<file path="src/rtl/instr_fetch_unit.sv">
// ---------------------------------------------------------------------------
// instr_fetch_unit
//
// Instruction memory for the 8-bit RISC core. A host loads a program
// through a sequential load port, one word per cycle. The block then
// answers pc-addressed fetches with a latency of one cycle.
//
// Optional feature macro: IFU_FETCH_COUNT_EN
//   When it is defined, the block adds the fetch_count port and a
//   saturating counter of in-range RUN-state fetches.
//
// Parameters:
//   DEPTH : number of instruction words (power of two, <= 256)
//   AW    : address width, log2(DEPTH)
//   NOP   : filler word returned for out-of-program fetches
//
// Ports:
//   clk          in  : rising-edge clock
//   reset        in  : synchronous active-high reset
//   load_start   in  : opens (or restarts) a load session
//   load_valid   in  : load_data is valid this cycle
//   load_data    in  : instruction word to store
//   load_done    in  : closes the load session
//   load_ready   out : in LOAD with free space
//   pc           in  : fetch address
//   fetch_req    in  : fetch request
//   instruction  out : fetched word
//   instr_valid  out : instruction holds a real program word
//   prog_len     out : number of words loaded
//   past_end     out : last fetch addressed at or beyond prog_len
//   overflow     out : sticky, a write was attempted while memory was full
//   fetch_count  out : (IFU_FETCH_COUNT_EN only) in-range fetch counter
// ---------------------------------------------------------------------------
module instr_fetch_unit #(
  parameter int         DEPTH = 16,
  parameter int         AW    = 4,
  parameter logic [7:0] NOP   = 8'h40
) (
  input  logic          clk,
  input  logic          reset,
  input  logic          load_start,
  input  logic          load_valid,
  input  logic [7:0]    load_data,
  input  logic          load_done,
  output logic          load_ready,
  input  logic [7:0]    pc,
  input  logic          fetch_req,
  output logic [7:0]    instruction,
  output logic          instr_valid,
  output logic [AW:0]   prog_len,
`ifdef IFU_FETCH_COUNT_EN
  output logic [15:0]   fetch_count,
`endif
  output logic          past_end,
  output logic          overflow
);

  typedef enum logic [1:0] {
    ST_EMPTY = 2'd0,
    ST_LOAD  = 2'd1,
    ST_RUN   = 2'd2
  } state_e;

  localparam logic [AW:0] DEPTH_L = (AW+1)'(DEPTH);
  localparam logic [AW:0] ONE_L   = (AW+1)'(1);

  state_e        state_q, state_d;
  logic [AW:0]   prog_len_q, prog_len_d;
  logic          overflow_q, overflow_d;
  logic          load_ready_q;
  logic [7:0]    instr_q;
  logic          instr_valid_q;
  logic          past_end_q;
  logic          wr_en_s;
  logic          hit_s;
  logic [7:0]    mem_q [DEPTH];

  // A fetch hits only in RUN. All 8 bits of pc are compared, so
  // addresses beyond DEPTH never alias back into the program.
  assign hit_s = (state_q == ST_RUN) && ({1'b0, pc} < 9'(prog_len_q));

  // Next-state logic for the load session. load_start has priority
  // over everything else, and load_done looks at the post-write length.
  always_comb begin
    state_d    = state_q;
    prog_len_d = prog_len_q;
    overflow_d = overflow_q;
    wr_en_s    = 1'b0;
    if (load_start) begin
      state_d    = ST_LOAD;
      prog_len_d = '0;
      overflow_d = 1'b0;
    end else if (state_q == ST_LOAD) begin
      if (load_valid) begin
        if (prog_len_q < DEPTH_L) begin
          wr_en_s    = 1'b1;
          prog_len_d = prog_len_q + ONE_L;
        end else begin
          overflow_d = 1'b1;
        end
      end else begin
        prog_len_d = prog_len_q;
      end
      if (load_done) begin
        state_d = (prog_len_d != '0) ? ST_RUN : ST_EMPTY;
      end else begin
        state_d = ST_LOAD;
      end
    end else begin
      state_d = state_q;
    end
  end

  // Program storage. It is deliberately not reset, so old contents survive.
  always_ff @(posedge clk) begin
    if (!reset && wr_en_s) begin
      mem_q[prog_len_q[AW-1:0]] <= load_data;
    end
  end

  // Controller state and registered outputs.
  always_ff @(posedge clk) begin
    if (reset) begin
      state_q       <= ST_EMPTY;
      prog_len_q    <= '0;
      overflow_q    <= 1'b0;
      load_ready_q  <= 1'b0;
      instr_q       <= NOP;
      instr_valid_q <= 1'b0;
      past_end_q    <= 1'b0;
    end else begin
      state_q      <= state_d;
      prog_len_q   <= prog_len_d;
      overflow_q   <= overflow_d;
      load_ready_q <= (state_d == ST_LOAD) && (prog_len_d < DEPTH_L);
      // Fetches are answered using the state sampled on this edge.
      if (fetch_req) begin
        instr_q       <= hit_s ? mem_q[pc[AW-1:0]] : NOP;
        instr_valid_q <= hit_s;
        past_end_q    <= !hit_s;
      end
    end
  end

`ifdef IFU_FETCH_COUNT_EN
  logic [15:0] fetch_count_q;

  // Saturating count of in-range RUN fetches. A new session clears it.
  always_ff @(posedge clk) begin
    if (reset || load_start) begin
      fetch_count_q <= 16'h0000;
    end else if (fetch_req && hit_s && (fetch_count_q != 16'hFFFF)) begin
      fetch_count_q <= fetch_count_q + 16'h0001;
    end
  end

  assign fetch_count = fetch_count_q;
`endif

  assign load_ready  = load_ready_q;
  assign instruction = instr_q;
  assign instr_valid = instr_valid_q;
  assign prog_len    = prog_len_q;
  assign past_end    = past_end_q;
  assign overflow    = overflow_q;

endmodule

</file>
<file path="config.mk">
export PLATFORM = sky130hd
export DESIGN_NAME = instr_fetch_unit
export DESIGN_NICKNAME = d
export VERILOG_FILES = /design/src/rtl/instr_fetch_unit.sv
export SDC_FILE = /design/constraint.sdc
export NUM_CORES = 1
export LEC_CHECK = 0
export ABC_AREA = 1
export ABC_CLOCK_PERIOD_IN_PS = 4130
export CORE_ASPECT_RATIO = 1.75
export CORE_MARGIN = 4
export CORE_UTILIZATION = 41
export DETAILED_ROUTE_END_ITERATION = 8
export SYNTH_ARGS = -nofsm -noshare
export SYNTH_HDL_FRONTEND = slang
export SYNTH_SLANG_ARGS = --single-unit
</file>
<file path="constraint.sdc">
create_clock -name clk -period 4.13 [get_ports clk]
set_input_delay 0.826 -clock clk [delete_from_list [all_inputs] [get_ports clk]]
set_output_delay 0.826 -clock clk [all_outputs]
set_load 0.01 [all_outputs]
</file>
Yosys cells after proc, flatten, opt, wreduce, memory -nomap -nowiden
Memory sizes are Yosys's and may differ from the RTL's.
Index checks and enable logic that the tools add are counted.
{"block": "word_totals", "regBits": 19, "ram_bits": 128, "input_bits": 22, "out_inout_bits": 17, "word_cells": 41, "memories": 1}
{"memory": "mem_q", "depth": 16, "word_bits": 8, "read_ports": 1, "rd_clocked_by_memory_dff": 0, "wr": 1, "line_no": "76", "source": "logic [7:0] mem_q [DEPTH];"}
{"block": "classes", "addsub": 1, "order_cmp": 3, "eq_ne": 3, "muxes": 17, "n_bitwise": 1, "reduce_logical": 8}
{"cell": "two-way mux 5 bit", "count": 6}
{"cell": "less-than comparator 5 bit, second input constant", "count": 2}
{"cell": "less-than comparator 8 x 5 -> 1 bit", "count": 1}
{"cell": "two-way mux 2 bit", "count": 4}
{"cell": "two-way mux 8 bit", "count": 1}
{"cell": "two-way mux 1 bit", "count": 6}
{"cell": "adder 5 x 1 -> 5 bit, second input constant", "count": 1}
{"cell": "nonzero test 5 bit", "count": 1}
{"cell": "equality test 2 x 1 -> 1 bit, second input constant", "count": 2}
{"cell": "logical AND 1 bit", "count": 3}
{"cell": "AND reduction 3 bit", "count": 1}
{"cell": "equality test 2 bit, second input constant", "count": 1}
{"cell": "logical NOT 1 bit", "count": 2}
{"cell": "OR reduction 2 bit", "count": 1}
{"cell": "NOT 1 bit", "count": 1}

Longest topological paths before layout
{"block": "depth", "word_depth": 12, "ltp_mapped": 12, "mapped_depth_nobuf": 10}

Worst setup path before layout
No wires, ideal clock.
{"block": "synth_timing", "path_type": "input -> register", "start": "in load_start", "end": "mem mem_q[0][0] (enable)", "setup_time_ns": 0.370, "arrival_time_ns": 1.841, "t_required_ns": 3.760, "setup_slack_ns": 1.919, "cell_stages": 5, "n_path_buf": 0, "cell_sequence": "nor2_1 inv_1 nor3_2 nand2_1 nor2_1"}
{"block": "synth_via", "elab_chain_len": 4}
{"item": "start, declared", "line_no": "41", "source": "input logic load_start,"}
{"item": "two-way mux 1 bit", "line_no": "89", "source": "if (load_start) begin"}
{"item": "logical AND 1 bit", "line_no": "116", "source": "if (!reset && wr_en_s) begin"}
{"item": "two-way mux 1 bit", "line_no": "116"}
{"item": "two-way mux 1 bit (implied by the code)", "line_no": "117", "source": "mem_q[prog_len_q[AW-1:0]] <= load_data;"}
{"item": "end, declared", "line_no": "76"}
Every way passes these cells.

Worst setup path after layout
{"block": "layout_timing", "start": "in load_start", "end": "mem mem_q[7][7] (enable)"}
The elaborated chain is that of the path after synthesis.

==> flow_summary.json <==
{
  "yosys.area.top_type": "edfxtp_1",
  "synth_enable_flop_cells": 128,
  "power.leakage_nw": 2.70,
  "status": "complete, no violations",
  "drv_slew": 0,
  "start_util": 0.415,
  "placed_area_sq_um": 6640,
  "final-seq-area_sq_um": 4220,
  "fin_area_sq_um": 7240,
  "avgSynthCellArea_sq_um": 10.7,
  "place_congestion": 0.889,
  "clk_latency_ps": 420,
  "num_antenna_cells": 0,
  "cts_setup_buffers": 0,
  "cts_buffers": 17,
  "first_pass_iters": 5,
  "routed_via_density": 5.30,
  "synth_top_family_by_area": "simple AND/OR/NAND/NOR gates",
  "coreArea_sq_um": 14800,
  "utilization": 0.488,
  "period_minus_slack_ps": 2840,
  "cts-htree-levels": 4,
  "grt_pass1_wl_mm": 24.8,
  "yosysTopAreaCellShare": 0.624,
  "setup_viol": 0,
  "worstSetupPathType": "input port to flip-flop",
  "maxSlewHeadroom": 0.379,
  "seq_area_frac_synth": 0.686,
  "cts_root_buffer": "clkbuf_16",
  "ir_worst_vdd_mv": 0.318,
  "ant_nets": 0,
  "ys_ff_latch": 147,
  "clock_path_buffers": 2,
  "yosys.area_share.simple": 0.227,
  "synth_nets": 604,
  "end_kind": "flip-flop",
  "timing.rr.start": "state_q[0]",
  "synth.distinct_cells": 26,
  "initialDrtViolationCount": 411,
  "clk_pin_slew_ps": 70,
  "intPower_mw": 2.58,
  "cap_viol_max_count": 0,
  "grt_max_degree": 61,
  "skew_ps": 10.2,
  "detailed_place_hpwl_mm": 10.7,
  "nFillCells": 1325,
  "netlist_instances": 574,
  "syn_area_sq_um": 6160,
  "power.total_mw": 3.34,
  "die_area_sq_um": 17100,
  "synthAdderAreaFrac": 0.0162,
  "rsz0062_at_grt": "no",
  "setup_slack_ps": 1290,
  "vias": 4264,
  "antenna_found_initial": 0,
  "cp.arrival_ps": 2890,
  "drc_errors": 0,
  "wl_per_cell_um": 19.8,
  "die_y_um": 170,
  "fmax_ghz": 0.352,
  "yosysWarnings": 0,
  "crit_required_ps": 4180,
  "hold_start": "instruction[5]",
  "path_max_fanout": 8,
  "cts-resized-gates": 0,
  "hold_viol": 0,
  "tightest_slew_ps": 929,
  "grt_pass1_vias": 4493,
  "synth_area_leaders": "edfxtp_1, nand2_1, nand3_1, dfxtp_1, nor2_1",
  "switching_share": 0.226,
  "power_frac_comb": 0.061,
  "cts_hold_buf": 0,
  "seqPwrFrac": 0.486,
  "fp-row-count": 59,
  "worstHoldPathType": "flip-flop to flip-flop",
  "muxShareOfSynthArea": 0,
  "io_buffers": 38,
  "area_growth_pct": 17.6,
  "multi_input_comb_area_sq_um": 1690,
  "wl_mm": 15.9,
  "cellPowerDensity_nw_per_um2": 461,
  "synth_compound_area_frac": 0.0276,
  "overflow": 0,
  "synth_xor_area_frac": 0.00284,
  "fin_tns_setup_ps": 0,
  "drive_above_1_share": 0.0659,
  "cts_tree": "built",
  "post-place-ws_ps": 882,
  "die_x_um": 101,
  "grt_use_total": 0.197,
  "synthArstFlopShare": 0,
  "ys.flop_type": "edfxtp_1",
  "clkPwrFrac": 0.453,
  "cts_sinks": 147,
  "finalCritPeriodShare": 0.687,
  "nNetsFinal": 639,
  "p_sw_mw": 0.754,
  "ioPinCount": 39,
  "worstSetupStartpoint": "load_start",
  "start_kind": "input port"
}
==> cell type report <==
type	count	area share
inverters	27	0.0147
multi-input cells	375	0.233
flip-flops and latches	147	0.583
clock inverters	10	0.0114
clock buffers	22	0.0715
repair buffers	41	0.0549
well taps	183	0.0316
==> state kept, by name, indices dropped and copies added, names as in the netlist <==
register and flops:
prog_len 5, overflow 1, mem_q 128, past_end 1, load_ready 1, instruction 8, state_q 2, instr_valid 1
==> power groups by stage <==
stage / Combinational, mW / Sequential (mW) / Clock [mW]
global route: 0.223 / 1.62 / 1.62
floorplan: 0.111 / 1.65 / 0
global placement: 0.200 / 1.66 / 0
detailed placement: 0.202 / 1.66 / 0
finish: 0.203 / 1.62 / 1.51
CTS: 0.203 / 1.62 / 1.53
==> stage by stage <==
stage | std cells | hold WS, ps
2_1_floorplan | 574 | 466
6_report | 805 | 475
5_1_grt | 805 | 502
3_5_place_dp | 773 | 461
4_1_cts | 805 | 476
3_3_place_gp | 773 | 458
==> cell usage after synthesis (2+ instances only) <==
library cell and number:
nand2_1 208, edfxtp_1 128, nand3_1 93, nor2_1 30, inv_1 25, dfxtp_1 19
a21oi_1 14, buf_2 11, ha_1 8, clkbuf_1 7, buf_6 5, o21ai_0 5
o211ai_1 4, o21ai_1 3, buf_1 2, xor2_1 2
==> logic make-up (layout without fill, tap and decap cells) <==
kind of cell               count (synthesis)  count (layout)
and+or+nand+nor                          336             336
AOI/OAI and AO/OA                         29              29
xor gates and xnor gates                   2               2
buffers and inverters                     52             100
DFF                                      147             147
adders and majority gates                  8               8
==> worst paths after layout <==
check	end	slack, ps	cells past startpoint
setup / recovery	mem_q[7][7]	1290	6
setup reg to reg	mem_q[7][7]	1910	6
hold / removal	instruction[5]	470	2
hold reg to reg	instruction[5]	470	2
==> critical path: stages <==
cell and delay [ps]:
clkdlybuf4s50_1 420, nor2_1 360, inv_1 170, nor3_2 270, nand2_1 240, nor2_1 600
==> cell usage in the layout (no fill, tap or decap), drive strengths merged <==
cell and count:
or2 1, nor3 2, clkinv 4, buf 4, clkbuf 22, a31oi 1
edfxtp 128, nor2 31, clkdlybuf4s50 37, inv 33, o21ai 8, nand2 208
ha 8, o31ai 1, nand3 93, o211ai 4, nand4 1, dfxtp 19
xor2 2, a21oi 15
==> routing by layer <==
layer | track usage | part of all wire | wire length [um]
met5 | 0 | 0 | 0
met4 | 0.0792 | 0.029 | 465
met3 | 0.0361 | 0.044 | 696
met2 | 0.366 | 0.56 | 8850
met1 | 0.215 | 0.37 | 5910
Power figures use the tool's default switching activity.
